<file path="src/rtl/rr_grant_ctrl.sv">
// ---------------------------------------------------------------------------
// rr_grant_ctrl
//
// Round-robin grant controller sharing one resource among WIDTH requesters.
// When the resource is free it picks the first active request at or above the
// rotating priority base (wrapping), registers a one-hot grant, and holds it
// until the owner drops its request or the hold limit expires. On either kind
// of release the base moves to the position just after the last owner, and
// the resource always sees at least one idle cycle between grants.
//
// Parameters:
//   WIDTH    - number of requesters (>= 2)
//   MAX_HOLD - max consecutive grant cycles per owner; 0 disables the limit
//   IDW      - width of grant_id
//
// Ports:
//   clk         - clock, all state updates on rising edge
//   rst         - synchronous active-high reset
//   req         - request vector, bit i = requester i wants the resource
//   grant       - registered one-hot grant (or all zero)
//   grant_valid - registered, equals |grant
//   grant_id    - registered binary index of the grant bit, 0 when idle
//   timeout     - registered one-cycle pulse on a forced release
//   base        - registered one-hot priority base (observation)
// ---------------------------------------------------------------------------
module rr_grant_ctrl #(
  parameter int WIDTH    = 4,
  parameter int MAX_HOLD = 8,
  parameter int IDW      = $clog2(WIDTH)
) (
  input  logic             clk,
  input  logic             rst,
  input  logic [WIDTH-1:0] req,
  output logic [WIDTH-1:0] grant,
  output logic             grant_valid,
  output logic [IDW-1:0]   grant_id,
  output logic             timeout,
  output logic [WIDTH-1:0] base
);

  // Counter wide enough to hold MAX_HOLD-1; kept at one bit when unused.
  localparam int          CW          = (MAX_HOLD < 1) ? 1 : $clog2(MAX_HOLD + 1);
  localparam int unsigned HOLD_LAST_I = (MAX_HOLD == 0) ? 0 : MAX_HOLD - 1;
  localparam logic [CW-1:0] HOLD_LAST = CW'(HOLD_LAST_I);

  typedef enum logic {
    IDLE = 1'b0,
    BUSY = 1'b1
  } state_t;

  state_t           state;
  logic [CW-1:0]    hold_cnt;
  logic [IDW-1:0]   base_idx;
  logic [IDW-1:0]   pick_id;
  logic [WIDTH-1:0] pick;
  logic             pick_found;
  logic             hold_expired;
  logic             owner_req;

  // Rotating-priority search: walk WIDTH positions starting at the base
  // index, wrapping modulo WIDTH, and take the first active request.
  // NOTE: every variable written here gets a default before any condition,
  // otherwise synthesis infers a latch for the paths that leave it untouched.
  always_comb begin
    int             pos;
    logic [IDW-1:0] idx;
    base_idx   = '0;
    pick_id    = '0;
    pick       = '0;
    pick_found = 1'b0;
    pos        = 0;
    idx        = '0;
    for (int i = 0; i < WIDTH; i++) begin
      if (base[i]) base_idx = IDW'(i);
    end
    for (int k = 0; k < WIDTH; k++) begin
      pos = (int'(base_idx) + k) % WIDTH;
      idx = IDW'(pos);
      if (!pick_found && req[idx]) begin
        pick_found = 1'b1;
        pick_id    = idx;
        pick[idx]  = 1'b1;
      end
    end
  end

  assign owner_req    = req[grant_id];
  // The limit is only ever compared when it is enabled.
  assign hold_expired = (MAX_HOLD != 0) && (hold_cnt == HOLD_LAST);

  // NOTE: state and outputs are updated with non-blocking assignments so all
  // registers sample the same pre-edge values regardless of statement order.
  always_ff @(posedge clk) begin
    if (rst) begin
      state       <= IDLE;
      grant       <= '0;
      grant_valid <= 1'b0;
      grant_id    <= '0;
      timeout     <= 1'b0;
      base        <= WIDTH'(1);
      hold_cnt    <= '0;
    end else begin
      timeout <= 1'b0;
      case (state)
        IDLE: begin
          if (pick_found) begin
            grant       <= pick;
            grant_valid <= 1'b1;
            grant_id    <= pick_id;
            hold_cnt    <= '0;
            state       <= BUSY;
          end
        end
        BUSY: begin
          if (!owner_req || hold_expired) begin
            grant       <= '0;
            grant_valid <= 1'b0;
            grant_id    <= '0;
            state       <= IDLE;
            base        <= {grant[WIDTH-2:0], grant[WIDTH-1]};
            // A drop coinciding with expiry is an ordinary release, so the
            // pulse fires only when the owner is still requesting.
            timeout     <= owner_req;
          end else begin
            hold_cnt <= hold_cnt + CW'(1);
          end
        end
        default: state <= IDLE;
      endcase
    end
  end

endmodule
</file>
<file path="config.mk">
export PLATFORM = sky130hd
export DESIGN_NAME = rr_grant_ctrl
export DESIGN_NICKNAME = d
export VERILOG_FILES = /design/src/rtl/rr_grant_ctrl.sv
export SDC_FILE = /design/constraint.sdc
export NUM_CORES = 1
export LEC_CHECK = 0
export CORE_ASPECT_RATIO = 1.5
export CORE_MARGIN = 5
export CORE_UTILIZATION = 56
export CTS_BUF_LIST = sky130_fd_sc_hd__clkbuf_4 sky130_fd_sc_hd__clkbuf_8 sky130_fd_sc_hd__clkbuf_16
export DETAILED_ROUTE_END_ITERATION = 16
export PLACE_DENSITY_LB_ADDON = 0.2
export SLEW_MARGIN = 15
export SYNTH_ARGS = -nofsm -noshare
export SYNTH_HDL_FRONTEND = slang
export SYNTH_SLANG_ARGS = --single-unit
</file>
<file path="constraint.sdc">
create_clock -name clk -period 6.8 [get_ports clk]
set_input_delay 1.36 -clock clk [delete_from_list [all_inputs] [get_ports clk]]
set_output_delay 1.36 -clock clk [all_outputs]
set_load 0.02 [all_outputs]
</file>
== Yosys cells after proc, flatten, opt, wreduce, memory -nomap -nowiden ==
Cells that the tools add are included.
Storage, ports and cells
  bits in registers: 17
  bits in latches: 0
  RAM bits: 0
  ROM bits: 0
  bits of input ports: 6
  output and inout port bits: 12
  logic and storage cells: 93
  memories: 0
Operators by class
  add/sub/neg operators: 4
  multiply operators: 0
  div/mod/pow operators: 0
  order comparisons: 9
  equal/unequal tests: 4
  shift-type cells: 0
  muxes and demuxes: 48
  bitwise gates (word level): 5
  reduce and logical (&&, ||, !) cells: 16
Operators with widths (number)
  two-way mux 4 bit: 8
  two-way mux 1 bit: 18
  two-way mux 2 bit: 8
  case mux 4 bit (2 select lines): 2
  < comparator 2 x 3 -> 1 bit (second input constant): 5
  bitwise OR 4 bit: 3
  binary-select mux 1 bit (select 2 bit): 5
  demux 1 bit (select 2 bit): 4
  >= comparator 2 x 1 -> 1 bit (second input constant): 4
  logical AND 1 bit: 7
  AND reduction 2 bit: 3
  adder 2 bit (second input constant): 2
  adder 4 x 1 -> 4 bit (second input constant): 1
  equality test 4 x 3 -> 1 bit (second input constant): 1
  logical NOT 1 bit: 4
  != test 2 bit (second input constant): 2
  case mux 1 bit (2 select lines): 2
  case mux 2 bit (2 select lines): 1
  OR reduction 3 bit: 1
  adder 2 x 1 -> 2 bit (second input constant): 1
  != test 2 x 1 -> 1 bit (second input constant): 1
  NOT 1 bit: 2
  logical OR 1 bit: 1

== Logic depth before layout (Yosys ltp) ==
Gate-level depths: netlist of the first run.
  depth after elaboration: 17
  depth in mapped cells: 9

== Least setup slack after synthesis of the first run ==
OpenSTA, ideal clock, no wires.
  path kind: input port to flip-flop
  start: input req[3]
  end: register grant_id[1]
  arrival time: 2647 ps
  slack: 4093 ps
  stages: 6
  cell sequence: nor2b_2 a2111oi_4 o211ai_2 or3_4 a21oi_4 a32o_1
On the way
  cells in the longest elaborated chain, start to end: 14
  elaborated cells between the ends (all ways): 31
  classes of those cells: eq/ne: 2; mux: 20; reduce/logical: 9
RTL lines
  start, declared: RTL line 33  | input logic [WIDTH-1:0] req,
  binary-select mux 1 bit (select 2 bit): RTL line 79  | if (!pick_found && req[idx]) begin
  two-way mux 1 bit (implied by the code): RTL line 79
  two-way mux 1 bit: RTL line 79
  logical NOT 1 bit: RTL line 79
  logical AND 1 bit: RTL line 79
  two-way mux 1 bit: RTL line 79
  logical NOT 1 bit: RTL line 79
  logical AND 1 bit: RTL line 79
  two-way mux 1 bit: RTL line 79
  logical NOT 1 bit: RTL line 79
  logical AND 1 bit: RTL line 79
  two-way mux 2 bit / two-way mux 1 bit (equally long branches): RTL line 79
  two-way mux 2 bit / != test 2 bit (equally long branches)
  case mux 2 bit (2 select lines) / AND reduction 2 bit (equally long branches)
  end signal, assigned: RTL line 109  | grant_id <= pick_id;
  end, declared: RTL line 36  | output logic [IDW-1:0] grant_id,
Several ways; a longest one is shown, not always the timed one. The select of a mux whose other input is x is not followed.
A chain may end at the register's enable or synchronous reset.

== Worst setup path in the final report of the first run ==
  start: input req[3]
  end: register grant[2]
On the way
  cells in the longest elaborated chain, start to end: 14
  elaborated cells between the ends (all ways): 34
  classes of those cells: eq/ne: 2; mux: 20; bitwise: 3; reduce/logical: 9
RTL lines
  binary-select mux 1 bit (select 2 bit): RTL line 79
  two-way mux 1 bit (implied by the code): RTL line 79
  two-way mux 1 bit: RTL line 79
  logical NOT 1 bit: RTL line 79
  logical AND 1 bit: RTL line 79
  two-way mux 1 bit: RTL line 79
  logical NOT 1 bit: RTL line 79
  logical AND 1 bit: RTL line 79
  two-way mux 1 bit: RTL line 79
  logical NOT 1 bit: RTL line 79
  logical AND 1 bit: RTL line 79
  two-way mux 4 bit / two-way mux 1 bit (equally long branches): RTL line 79
  two-way mux 4 bit / != test 2 bit (equally long branches)
  case mux 4 bit (2 select lines) / AND reduction 2 bit (equally long branches)
  end signal, assigned: RTL line 107  | grant <= pick;
  end, declared: RTL line 34  | output logic [WIDTH-1:0] grant,
Several ways; a longest one is shown, not always the timed one. The select of a mux whose other input is x is not followed.

==> results of run 1 <==
[flip-flops by register name, indices dropped and copies added (netlist names)]
signal and cells:
base 4, grant 4, grant_id 2, grant_valid 1
hold_cnt 4, state 1, timeout 1
[synth_stat cells]
master and instances:
dfxtp_1 17, o2bb2ai_1 4, nor2b_2 1, a21oi_4 1, nor3b_1 2, o221a_2 1, o22ai_1 1, nor3_1 2
nor2_1 4, nand2_1 11, a2111oi_4 1, o211ai_1 1, or2_1 1, ha_1 9, nand3_1 7, clkbuf_1 2
o221ai_1 1, inv_2 1, mux2i_1 4, or3_4 1, nor2b_1 2, or2_2 1, inv_1 3, o21bai_1 1
a21oi_1 9, o211ai_2 1, o21a_1 1, xor2_1 2, o21ba_2 1, nand4_1 1, nand2b_1 4, o21ai_1 1
a221o_1 4, nor2b_4 1, buf_2 2, a211o_1 1, o21ai_0 2, nand3b_1 2, a32o_1 2, a22oi_1 4
nor2_2 1, or3_1 2, mux4_2 2
[cells by family after synthesis]
family	after synthesis
flops	17
buf+inv	8
compound gates	37
mux	6
xor+xnor	2
fa+ha+maj	9
simple gates	43
[tightest hold or removal path, stage by stage, from the launching register on]
cell and delay, ns:
dfxtp_1 0.32, nand2_1 0.05, a21oi_1 0.06
[power by group through the flow]
stage	sequential (mW)	clock [mW]	combinational (mW)
after floorplan	0.123	0	0.0559
after global placement	0.118	0	0.0875
after detailed placement	0.118	0	0.0888
after CTS	0.116	0.0578	0.0892
after global routing	0.117	0.0621	0.0975
final	0.116	0.0563	0.0892
[how the worst max path moves through the flow]
stage / from / end / slack [ns] / depth (start not counted)
after global placement: req[3] / grant[3] / 3.42 / 7
after CTS: req[3] / grant[3] / 3.69 / 7
final: req[3] / grant[2] / 3.68 / 7
after global routing: req[1] / grant_id[0] / 3.57 / 5
after floorplan: req[3] / grant_id[1] / 4.09 / 6
after detailed placement: req[3] / grant[3] / 3.38 / 7
[layer usage]
| layer | wire length [um] | vias up |
|---|---|---|
| li1 | - | 493 |
| met1 | 1011 | 481 |
| met2 | 1322 | 17 |
| met3 | 52 | 5 |
| met4 | 68 | 0 |
| met5 | 0 | - |
[per-stage QoR]
step	total power, mW	hold slack (ns)
final	0.2617	0.4765
after global routing	0.2770	0.4925
after CTS	0.2632	0.4803
after detailed placement	0.2072	0.4679
after global placement	0.2054	0.4453
after floorplan	0.1785	0.4608
[final cells by class]
class / instances / area (um2) / area share, %
clock buffers: 4 / 30.03 / 2.228
inverters: 4 / 15.01 / 1.114
multi-input cells: 97 / 764.5 / 56.73
flip-flops and latches: 17 / 340.3 / 25.26
well taps: 22 / 27.53 / 2.043
repair buffers: 17 / 170.2 / 12.63
==> impl_metrics.csv, run 1 <==
group,metric,value,unit
logic_synthesis,synth_top_family_by_area,"compound AO/OA/AOI/OAI gates",
sta,rsz0062_at_grt,"no",
run,max_cap_viol_count,0,
sta,max_slew.worst_pin.slew,0.7114,ns
placement,gp_congestion,0.8684,
grt,antenna_found_initial,0,
worst_setup_path,r2r_slack,3.98,ns
worst_setup_path,cp_slowest_stage_delay,0.50,ns
sta,final-setup-viol-count,0,
routing,wl,2454,um
die,ios,18,
worst_setup_path,crit_type,"input pin to flip-flop",
worst_hold_path,hold_end,"grant_valid",
clocking,cts_sinks,17,
logic_synthesis,synth_nets,137,
logic_synthesis,synthSimpleGateAreaFrac,21.12,%
sta,finalCritPeriodShare,45.86,%
placement,post-place-cells,157,
grt,top_usage_layer,"met2",
power_and_ir_drop,switchingPower,86.67,uW
sta,slew_headroom,52.57,%
cells_and_area,syn_to_final_growth,18.48,%
logic_synthesis,synth-xor-area-share,1.540,%
clocking,htreeDepth,1,
sta,fin_ws,3.682,ns
logic_synthesis,synth.area.top_cells,"dfxtp_1 30%, ha_1 9.9%, a21oi_1 4.0%, mux4_2 4.0%, nand2_1 3.6%",
clocking,cts_tree,"built",
worst_setup_path,arrival,3.35,ns
die,dieArea,0.003051,mm2
grt,met3_usage,1.644,%
cells_and_area,fin_area,0.001348,mm2
worst_setup_path,crit_family,"compound AO/OA/AOI/OAI gates",
logic_synthesis,yosys_warnings,0,
worst_setup_path,critPathSlowestCell,"clkdlybuf4s50_1",
logic_synthesis,ys_seq_area_share,29.92,%
logic_synthesis,yosys.area.top_type_share,29.92,%
grt,track_usage,17.71,%
cells_and_area,layout-drive-gt1-share,12.23,%
worst_setup_path,path_buf_inv,1,
cells_and_area,n_antenna_cell,0,
die,die_x,46.80,um
power_and_ir_drop,ir_worst_vdd,0.08548,mV
die,rows,20,
power_and_ir_drop,p_per_area,194.2,mW/mm2
cells_and_area,final_cell_mix,"17 x dfxtp_1, 17 x clkdlybuf4s50_1, 11 x nand2_1",
clocking,postCtsHoldBufs,0,
worst_hold_path,hold_depth,2,
sta,slew_violations,0,
routing,vias,996,
logic_synthesis,synth-compound-area-share,27.17,%
placement,dp_hpwl,1936,um
cells_and_area,fill_cells,173,
clocking,clk_pin_slew_worst_paths,0.09,ns
placement,place_area,0.001318,mm2
run_status,outcome,"finished, final reports clean",
routing,first_pass_iters,4,
routing,wl_per_cell,15.24,um
cells_and_area,layout.nets,155,
worst_setup_path,critical_path_peak_fanout,6,
cells_and_area,final_cells,161,
logic_synthesis,synth_cells,122,
worst_setup_path,reg2reg_depth,6,
die,start_util,57.53,%
grt,grt_pass1_vias,909,
sta,finalCriticalPeriod,3.118,ns
worst_setup_path,r2r-end,"grant[2]",
worst_hold_path,hold_class,"flip-flop to flip-flop",
grt,grt_util_met2,30.27,%
sta,setup_tns,0,ns
worst_setup_path,crit_chain,"clkdlybuf4s50_1, nor2b_2, a2111oi_4, o211ai_2, or3_4, a21oi_4, o2bb2ai_1",
power_and_ir_drop,p_comb_share,34.1,%
worst_setup_path,startpoint_type,"input pin",
placement,portBuffers,17,
worst_hold_path,hp-start,"grant_valid",
worst_setup_path,required,7.03,ns
clocking,ctsResizeCount,0,
grt,grt_max_degree,14,
worst_setup_path,worst_r2r_startpoint,"base[3]",
logic_synthesis,synth_top_area_cell,"dfxtp_1",
power_and_ir_drop,leakagePower,0.5084,nW
clocking,clock_latency,0.29,ns
clocking,postCtsSetupBuffers,0,
logic_synthesis,synth_seq_cells,17,
clocking,root_buffer,"clkbuf_4",
clocking,cts_buffers,3,
logic_synthesis,yosysUniqueCellTypes,43,
routing,drc_errors,0,
sta,fin_worst_skew,0.002439,ns
power_and_ir_drop,switching_share,33.11,%
logic_synthesis,synthAdderAreaFrac,9.901,%
power_and_ir_drop,internal-power,175.1,uW
die,die_h,65.20,um
grt,overflow,0,
grt,grt_pass1_wl,3967,um
cells_and_area,postLayoutCoreUtil,68.16,%
power_and_ir_drop,clockPowerShare,21.5,%
placement,place_ws,3.381,ns
logic_synthesis,synth_area,0.001137,mm2
routing,drtIter0Drc,36,
sta,fmax,0.3207,GHz
logic_synthesis,muxShareOfSynthArea,7.481,%
die,fp.coreArea,0.001977,mm2
grt,grtUsageMet1,20.07,%
logic_synthesis,syn_avg_cell_area,9.322,um2
sta,hold_violations,0,
power_and_ir_drop,p_seq_share,44.4,%
routing,via_per_inst,6.186,
worst_setup_path,end_kind,"flip-flop",
clocking,cts_buffer_depth,2,
routing,antenna_left,0,
Note: power is estimated with default switching activity, not from simulation.
==> run 2: changes to the inputs <==
--- a/config.mk
+++ b/config.mk
@@ -7,7 +7,7 @@
 export LEC_CHECK = 0
 export CORE_ASPECT_RATIO = 1.5
 export CORE_MARGIN = 5
-export CORE_UTILIZATION = 56
+export CORE_UTILIZATION = 47
 export CTS_BUF_LIST = sky130_fd_sc_hd__clkbuf_4 sky130_fd_sc_hd__clkbuf_8 sky130_fd_sc_hd__clkbuf_16
 export DETAILED_ROUTE_END_ITERATION = 16
 export PLACE_DENSITY_LB_ADDON = 0.2
==> constraint.sdc (replaced) <==
create_clock -name clk -period 2.6 [get_ports clk]
set_input_delay 0.52 -clock clk [delete_from_list [all_inputs] [get_ports clk]]
set_output_delay 0.52 -clock clk [all_outputs]
set_load 0.02 [all_outputs]
==> impl_metrics.csv, run 2 (synthesis results as in run 1) <==
group,metric,value,unit
cells_and_area,layout.nets,165,
placement,gp_congestion,0.8473,
cells_and_area,final_common_cell,"clkdlybuf4s50_1",
grt,track_usage,15.53,%
die,rows,21,
sta,rsz0062_at_grt,"no",
clocking,cts_buffer_depth,2,
routing,drc_errors,0,
grt,grt_max_degree,13,
power_and_ir_drop,power,708.0,uW
power_and_ir_drop,leakagePower,0.5595,nW
routing,wl,2703,um
power_and_ir_drop,p_per_area,492.5,mW/mm2
routing,via_per_inst,5.983,
worst_setup_path,end_kind,"flip-flop",
clocking,postCtsSetupBuffers,0,
clocking,clock_latency,0.28,ns
die,ios,18,
routing,antenna_left,0,
die,fp.coreArea,0.002286,mm2
worst_setup_path,required,2.82,ns
grt,grt_pass1_wl,4388,um
routing,first_pass_iters,4,
clocking,clk_pin_slew_worst_paths,0.09,ns
worst_setup_path,crit_type,"flip-flop to flip-flop",
grt,antenna_found_initial,0,
worst_setup_path,critical_path_peak_fanout,6,
clocking,cts_sinks,17,
die,die_x,50.17,um
placement,dp_hpwl,2161,um
run_status,outcome,"finished, final reports clean",
sta,slew_headroom,77.38,%
sta,hold_violations,0,
grt,overflow,0,
cells_and_area,syn_to_final_growth,26.40,%
routing,wl_per_cell,15.72,um
worst_hold_path,hold_class,"flip-flop to flip-flop",
power_and_ir_drop,ir_worst_vdd,0.2157,mV
worst_setup_path,startpoint_type,"flip-flop",
cells_and_area,n_antenna_cell,0,
placement,portBuffers,17,
sta,max_slew.worst_pin.slew,0.3394,ns
clocking,root_buffer,"clkbuf_4",
run,max_cap_viol_count,0,
die,dieArea,0.003524,mm2
sta,fmax,0.4089,GHz
clocking,htreeDepth,1,
die,start_util,49.75,%
cells_and_area,final_cell_mix,"17 x clkdlybuf4s50_1, 16 x dfxtp_1, 11 x nand2_1",
clocking,cts_tree,"built",
routing,vias,1029,
placement,place_ws,0.02231,ns
sta,fin_ws,0.1545,ns
sta,slew_violations,0,
sta,finalCritPeriodShare,94.06,%
grt,grt_pass1_vias,1007,
sta,fin_worst_skew,0.003982,ns
sta,final-setup-viol-count,0,
cells_and_area,reg_top3,"base x4, grant x4, hold_cnt x4",
cells_and_area,layout-drive-gt1-share,19.46,%
die,die_h,70.25,um
worst_setup_path,arrival,2.66,ns
sta,setup_tns,0,ns
cells_and_area,postLayoutCoreUtil,62.89,%
sta,finalCriticalPeriod,2.446,ns
clocking,cts_buffers,3,
routing,drtIter0Drc,32,
## run 2: cell count changes in the layout (fill, tap and decap cells not counted), sizes merged
cell / before / now
buf: 0 / 10
## run 2: worst paths after layout
check | start | to | slack, ns | depth (start not counted)
worst min-delay path | grant_valid | grant_valid | 0.47 | 2
worst min register to register | grant_valid | grant_valid | 0.47 | 2
worst max-delay path | base[2] | grant[3] | 0.15 | 6
worst max register to register | base[2] | grant[3] | 0.15 | 6
## run 2: per-stage QoR
step / instances / cell area, um2 / hold WS, ns
3_3_place_gp: 168 / 1395 / 0.4464
6_report: 172 / 1438 / 0.4749
2_1_floorplan: 122 / 1139 / 0.4608
5_1_grt: 172 / 1438 / 0.5059
4_1_cts: 172 / 1425 / 0.4813
3_5_place_dp: 168 / 1395 / 0.4627
## run 2: where the power goes
| group | total (mW) | switching (mW) | internal (mW) |
|---|---|---|---|
| logic | 0.259 | 0.135 | 0.124 |
| registers | 0.302 | 0.0207 | 0.281 |
| clock network | 0.147 | 0.0775 | 0.0700 |
## run 2: per-layer routing
layer | part of all wire [%] | global-route usage (%)
met1 | 40 | 16.38
met2 | 55 | 29.23
met3 | 3.4 | 1.489
met4 | 2.0 | 6.997
met5 | 0 | 0
## run 2: final cells by class
type	count	area (um2)
sequential	17	341.6
clock buffer	4	30.03
tap	23	28.78
fill	221	848.3
inverter	4	15.01
timing repair buffer	27	245.2
multi-input combinational	97	777.0
## run 2: critical path, stage by stage, from the launching register on
cell	delay (ns)
dfxtp_1	0.40
or2_1	0.31
ha_4	0.35
mux4_2	0.57
or3_4	0.41
a21oi_4	0.21
o2bb2ai_1	0.13
## run 2: what timing repair did
item	CTS	global route
setup endpoints to repair	0	6
hold buffers	0	0
gates resized for setup	0	2
==> run 3: changes to the inputs <==
--- a/config.mk
+++ b/config.mk
@@ -11,6 +11,7 @@
 export CTS_BUF_LIST = sky130_fd_sc_hd__clkbuf_4 sky130_fd_sc_hd__clkbuf_8 sky130_fd_sc_hd__clkbuf_16
 export DETAILED_ROUTE_END_ITERATION = 16
 export PLACE_DENSITY_LB_ADDON = 0.2
+export REMOVE_ABC_BUFFERS = 1
 export SLEW_MARGIN = 15
 export SYNTH_ARGS = -nofsm -noshare
 export SYNTH_HDL_FRONTEND = slang
==> impl_metrics.csv, run 3 (synthesis results as in run 1) <==
group,metric,value,unit
placement,portBuffers,17,
grt,overflow,0,
routing,vias,1036,
routing,wl_per_cell,15.60,um
power_and_ir_drop,p_per_area,490.3,mW/mm2
worst_setup_path,required,2.82,ns
clocking,postCtsSetupBuffers,0,
routing,wl_met2,1473,um
die,die_h,70.25,um
worst_hold_path,hold_class,"flip-flop to flip-flop",
power_and_ir_drop,ir_worst_vdd,0.2009,mV
cells_and_area,fill_cells,205,
power_and_ir_drop,internal-power,475.5,uW
power_and_ir_drop,power,708.0,uW
worst_setup_path,critical_path_peak_fanout,6,
clocking,htreeDepth,1,
die,rows,21,
sta,setup_tns,0,ns
cells_and_area,layout-drive-gt1-share,19.33,%
sta,slew_violations,0,
sta,fin_worst_skew,0.002117,ns
run_status,outcome,"finished, final reports clean",
clocking,clk_pin_slew_worst_paths,0.09,ns
routing,first_pass_iters,4,
power_and_ir_drop,leakagePower,0.5645,nW
grt,grt_max_degree,13,
routing,route.met3.wl,68,um
cells_and_area,reg_top3,"base x4, grant x4, hold_cnt x4",
placement,dp_hpwl,2163,um
die,die_x,50.17,um
placement,gp_congestion,0.8769,
sta,max_slew.worst_pin.slew,0.3703,ns
worst_setup_path,startpoint_type,"flip-flop",
sta,hold_violations,0,
worst_setup_path,arrival,2.66,ns
die,fp.coreArea,0.002286,mm2
run,max_cap_viol_count,0,
grt,grt_pass1_vias,1014,
sta,fmax,0.4096,GHz
cells_and_area,final_cell_mix,"17 x dfxtp_1, 17 x clkdlybuf4s50_1, 11 x nand2_1, 11 x buf_4, 9 x a21oi_1",
power_and_ir_drop,p_comb_share,36.8,%
routing,wl,2698,um
routing,antenna_left,0,
clocking,root_buffer,"clkbuf_4",
routing,via_per_inst,5.988,
cells_and_area,layout.nets,166,
sta,hold_slack,0.4692,ns
grt,track_usage,16.14,%
cells_and_area,n_antenna_cell,0,
sta,finalCriticalPeriod,2.441,ns
clocking,clock_latency,0.28,ns
routing,routed.top_layer,"met4",
routing,m1WireLength,1106,um
cells_and_area,syn_to_final_growth,26.95,%
clocking,cts_buffers,3,
die,start_util,49.75,%
routing,drc_errors,0,
die,ios,18,
clocking,cts_sinks,17,
clocking,cts_tree,"built",
sta,final-setup-viol-count,0,
grt,grt_pass1_wl,4602,um
worst_setup_path,crit_type,"flip-flop to flip-flop",
cells_and_area,multiInputGateArea,777.0,um2
power_and_ir_drop,switching_share,32.84,%
die,dieArea,0.003524,mm2
power_and_ir_drop,p_seq_share,42.5,%
power_and_ir_drop,clockPowerShare,20.7,%
sta,rsz0062_at_grt,"no",
cells_and_area,ff_latch_area,340.3,um2
routing,drtIter0Drc,49,
clocking,cts_buffer_depth,2,
power_and_ir_drop,switchingPower,232.5,uW
sta,finalCritPeriodShare,93.90,%
worst_setup_path,end_kind,"flip-flop",
grt,antenna_found_initial,0,
sta,slew_headroom,75.31,%
run 3: cell count changes in the layout (fill, tap and decap cells not counted):
cell and change:
buf_4 +1, dfxtp_1 +1, dfxtp_2 -1
run 3: layer usage:
| metal | up-vias | track usage [%] |
|---|---|---|
| met5 | - | 0 |
| met4 | 0 | 6.997 |
| met3 | 4 | 1.915 |
| met2 | 15 | 28.53 |
| met1 | 501 | 18.67 |
| li1 | 516 | - |
run 3: timing repair:
action                     4_1_cts  5_1_grt
setup endpoints to repair        1        5
gates resized for setup          1        1
hold buffers                     0        0
run 3: cell type report:
| class | count | area share [%] |
|---|---|---|
| well taps | 23 | 1.993 |
| clock buffers | 4 | 2.080 |
| inverters | 4 | 1.040 |
| repair buffers | 28 | 17.50 |
| multi-input cells | 97 | 53.81 |
| flip-flops and latches | 17 | 23.57 |
run 3: metrics by stage:
stage               instance area (um2)  util [%]  setup slack [ns]  cells
finish                             1444     63.16            0.1587    173
global route                       1444     63.16           0.06884    173
CTS                                1434     62.73           0.05964    173
detailed placement                 1401     61.30           0.01869    169
global placement                   1401     61.30           0.06048    169
floorplan                          1120         -          -0.06863    118
run 3: worst max-delay path: stages, from the launching register on:
cell and delay, ns:
dfxtp_1 0.40, or2_1 0.30, ha_4 0.35, mux4_2 0.57, or3_4 0.41, a21oi_4 0.22
o2bb2ai_1 0.13
run 3: power by group through the flow:
stage	combinational (mW)	clock, mW	sequential (mW)
floorplan	0.138	0	0.325
global placement	0.252	0	0.306
detailed placement	0.255	0	0.307
CTS	0.257	0.153	0.301
global route	0.284	0.165	0.304
finish	0.260	0.147	0.301
run 3: path summary, 6_finish.rpt:
check	slack, ns	from	depth (start not counted)	to
setup / recovery	0.16	base[2]	6	grant[0]
hold reg to reg	0.47	grant_valid	2	grant_valid
hold / removal	0.47	grant_valid	2	grant_valid
setup reg to reg	0.16	base[2]	6	grant[0]
